File: src/rtl/mul_vec_gen.sv
// Operand pair generator: b is the inner loop, a advances when b wraps.
module mul_vec_gen #(
    parameter int WIDTH = 8
) (
    input  logic             i_clk,
    input  logic             i_rst,
    input  logic             i_clear,
    input  logic             i_advance,
    output logic [WIDTH-1:0] o_a,
    output logic [WIDTH-1:0] o_b,
    output logic             o_last_vec
);

    logic [WIDTH-1:0] r_a;
    logic [WIDTH-1:0] r_b;

    always_ff @(posedge i_clk or posedge i_rst) begin
        if (i_rst) begin
            r_a <= '0;
            r_b <= '0;
        end else if (i_clear) begin
            r_a <= '0;
            r_b <= '0;
        end else if (i_advance) begin
            r_b <= r_b + WIDTH'(1);
            if (&r_b)
                r_a <= r_a + WIDTH'(1);
        end
    end

    assign o_a        = r_a;
    assign o_b        = r_b;
    assign o_last_vec = (&r_a) & (&r_b);

endmodule

File: config.mk
export PLATFORM = sky130hd
export DESIGN_NAME = mul_vec_gen
export DESIGN_NICKNAME = d
export VERILOG_FILES = /design/src/rtl/mul_vec_gen.sv
export SDC_FILE = /design/constraint.sdc
export NUM_CORES = 1
export LEC_CHECK = 0
export ABC_AREA = 1
export BUFFER_PORTS_ARGS = -buffer_cell sky130_fd_sc_hd__buf_2
export CELL_PAD_IN_SITES_DETAIL_PLACEMENT = 0
export CELL_PAD_IN_SITES_GLOBAL_PLACEMENT = 1
export CORE_MARGIN = 2
export CORE_UTILIZATION = 40
export CTS_BUF_LIST = sky130_fd_sc_hd__clkbuf_16
export DETAILED_ROUTE_END_ITERATION = 6
export PLACE_DENSITY_LB_ADDON = 0.15
export SYNTH_ARGS = -nofsm -noshare
export SYNTH_HDL_FRONTEND = slang
export SYNTH_SLANG_ARGS = --single-unit
File: constraint.sdc
create_clock -name i_clk -period 1.8 [get_ports i_clk]
set_input_delay 0.36 -clock i_clk [delete_from_list [all_inputs] [get_ports i_clk]]
set_output_delay 0.36 -clock i_clk [all_outputs]
set_load 0.02 [all_outputs]
==> reports/metrics.csv <==
stage;metric;value;unit
synthesis;ys_seq_area_share;43.9;%
global_routing;grt_max_degree;17;
die;die_h;51.8;um
worst_setup_path;path_cells;ha_2 > nand2_1 > inv_2 > nand2_1 > nor3_2 > buf_2;
timing;setup_ws;0.0913;ns
worst_setup_path;arrival;1.35;ns
global_routing;grt-ovfl-total;0;
placed_design;port_buffers;20;
clock_tree;cts.path.max_buffers;2;
worst_setup_path;critPathMostFrequentCell;nand2_1;
routing;num_vias;801;
timing;setup_violations;0;
pwr;pwr-share-comb;5.6;%
placed_design;hpwlAfterDp;1.41;mm
layout;final_nets;145;
clock_tree;clk_latency;0.25;ns
worst_setup_path;rr_startpoint;o_b[0]$_DFFE_PP0P_;
routing;wire_per_inst;11.5;um
global_routing;grtUsageMet2;25.4;%
timing;period_share;94.9;%
synthesis;ys_ff_latch;16;
synthesis;avgSynthCellArea;7.93;um2
clock_tree;cts_tree;done;
layout;layout_common_cells;32 x nand2_1, 20 x buf_2, 16 x dfrtp_1;
timing;fmax;585;MHz
synthesis;syn_inst;115;
pwr;ir_drop;431;uV
placed_design;pre_cts_ws;0.284;ns
routing;drt_wl_total;1.90;mm
clock_tree;cts_hold_buffers;0;
routing;drtPass1Iterations;4;
hold_path;hold_path_class;input pin to asynchronous set/reset pin;
timing;tightest_slew;0.636;ns
timing;period_minus_slack;1.71;ns
worst_setup_path;r2r_end;o_a[3]$_DFFE_PP0P_;
pwr;leakagePower;0.632;nW
worst_setup_path;r2r_setup_slack;0.48;ns
placed_design;dp_cells;162;
timing;final.setup.tns;0;ns
synthesis;synth_area;912;um2
global_routing;met1_usage;20.5;%
die;die_area;2680;um2
clock_tree;post_cts_buffers;0;
timing;skew;0.00332;ns
synthesis;synthesis.nets;121;
routing;routed_via_density;4.85;
flow_run;max_cap_violations;0;
die;die_w;51.8;um
run_status;status;completed;
clock_tree;root_buffer;clkbuf_16;
global_routing;grt.busiest_layer;met2;
worst_setup_path;cp.required;1.44;ns
routing;drtIter0Drc;21;
layout;nFillCells;227;
pwr;clock_power_share;50.8;%
global_routing;grt_util_met3;4.31;%
pwr;power_density;750;nW/um2
die;initial_utilization;41.6;%
layout;final_common_cell;nand2_1;
global_routing;gr-usage-all-layers;16.2;%
worst_setup_path;worst_path_largest_cell_delay;0.40;ns
routing;drc;0;
synthesis;synth.distinct_cells;23;
clock_tree;htree_levels;1;
worst_setup_path;path_buf_inv;2;
pwr;p_sw;0.000178;W
timing;maxSlewViolCount;0;
clock_tree;clock-sinks;16;
worst_setup_path;rr_worst_depth;6;
clock_tree;cts_made_buffers;3;
layout;syn_to_final_growth;23.9;%
global_routing;grt_pass1_wl;3.13;mm
layout;instances_no_fill;165;
layout;drive_gt1_share;27.7;%
routing;ant_nets;0;
placed_design;place_congestion;0.759;
global_routing;antenna_found_initial;0;
die;core;2190;um2
worst_setup_path;cp-end-kind;output port;
pwr;p_int;0.000669;W
pwr;sequentialPowerShare;43.7;%
layout;regArea;400;um2
pwr;swShare;21.0;%
worst_setup_path;crit_path_start_kind;register;
clock_tree;clkTransAtPathRegs;0.05;ns
worst_setup_path;slowest_stage;dfrtp_1;
worst_setup_path;critical_path_class;register to output port;
layout;antenna_cells;0;
die;io_pins;21;
timing;final-hold-violation-count;0;
worst_setup_path;crit_family;flip-flops;
synthesis;ys_warn_count;0;
worst_setup_path;path_max_fanout;5;
layout;multi_input_area;462;um2
die;rows;17;
timing;hold_ws;0.188;ns
global_routing;grt_pass1_vias;698;
timing;relSlewSlack;57.5;%
[metrics by stage]
step	utilization [%]	power, W	cell area [um2]
global placement	47.6	0.000423	1040
floorplan	-	0.000405	912
CTS	51.0	0.000850	1120
finish	51.6	0.000847	1130
global route	51.6	0.000871	1130
detailed placement	47.6	0.000423	1040
[power groups by stage]
stage | combinational, W | clock, W | sequential, W
floorplan | 0.0000246 | 0 | 0.000380
global placement | 0.0000483 | 0 | 0.000375
detailed placement | 0.0000480 | 0 | 0.000375
CTS | 0.0000481 | 0.000433 | 0.000369
global route | 0.0000532 | 0.000447 | 0.000370
finish | 0.0000472 | 0.000430 | 0.000370
[layer usage]
metal  vias up  wire length (um)
met3         5                96
met4         0                33
met5         -                 0
li1        413                 -
met2        22               886
met1       361               885
[state kept, by name, summed over array words and instances, names as in the netlist]
| signal | count |
|---|---|
| o_a | 8 |
| o_b | 8 |
[kinds of logic (layout without fill, tap and decap cells)]
family	count (synthesis)	count (layout)	share of synthesized area [%]
XOR/XNOR	1	1	0.960
AO/OA/AOI/OAI	16	16	9.60
flip-flops	16	16	43.9
adder cells (fa/ha/maj)	2	2	2.74
buffers and inverters	16	38	6.86
AND/OR/NAND/NOR	64	64	35.9
[worst max path at each step]
stage	startpoint	to	slack (ns)	cells after the start
after floorplan	o_a[1]$_DFFE_PP0P_	o_last_vec	0.06	5
after global placement	o_a[1]$_DFFE_PP0P_	o_last_vec	0.29	6
after detailed placement	o_a[1]$_DFFE_PP0P_	o_last_vec	0.28	6
after CTS	o_a[1]$_DFFE_PP0P_	o_last_vec	0.01	6
after global routing	o_a[1]$_DFFE_PP0P_	o_last_vec	-0.002	6
final	o_a[1]$_DFFE_PP0P_	o_last_vec	0.09	6
[Yosys cell counts (all sizes together)]
| library cell | n | area, um2 |
|---|---|---|
| xor2 | 1 | 8.76 |
| nor3 | 2 | 10.0 |
| nand4 | 3 | 18.8 |
| ha | 2 | 25.0 |
| nand3 | 11 | 72.6 |
| a21oi | 7 | 35.0 |
| o21ai | 6 | 30.0 |
| dfrtp | 16 | 400 |
| clkinv | 1 | 5.00 |
| nand2 | 35 | 144 |
| o21bai | 2 | 15.0 |
| buf | 1 | 5.00 |
| inv | 14 | 52.6 |
| nor2 | 13 | 82.6 |
| o21a | 1 | 7.51 |
[area by class of cell]
cell class                 instances  area share [%]
multi-input combinational         83            40.9
sequential                        16            35.4
timing repair buffer              20            8.86
clock buffer                       3            6.64
inverter                          15            5.09
tap                               28            3.10
[repair_timing]
action / in CTS / in global routing
endpoints found under the hold margin: 0 / 0
gates resized for setup: 0 / 5
endpoints found under the setup margin: 0 / 1
Power figures use the tool's default switching activity.
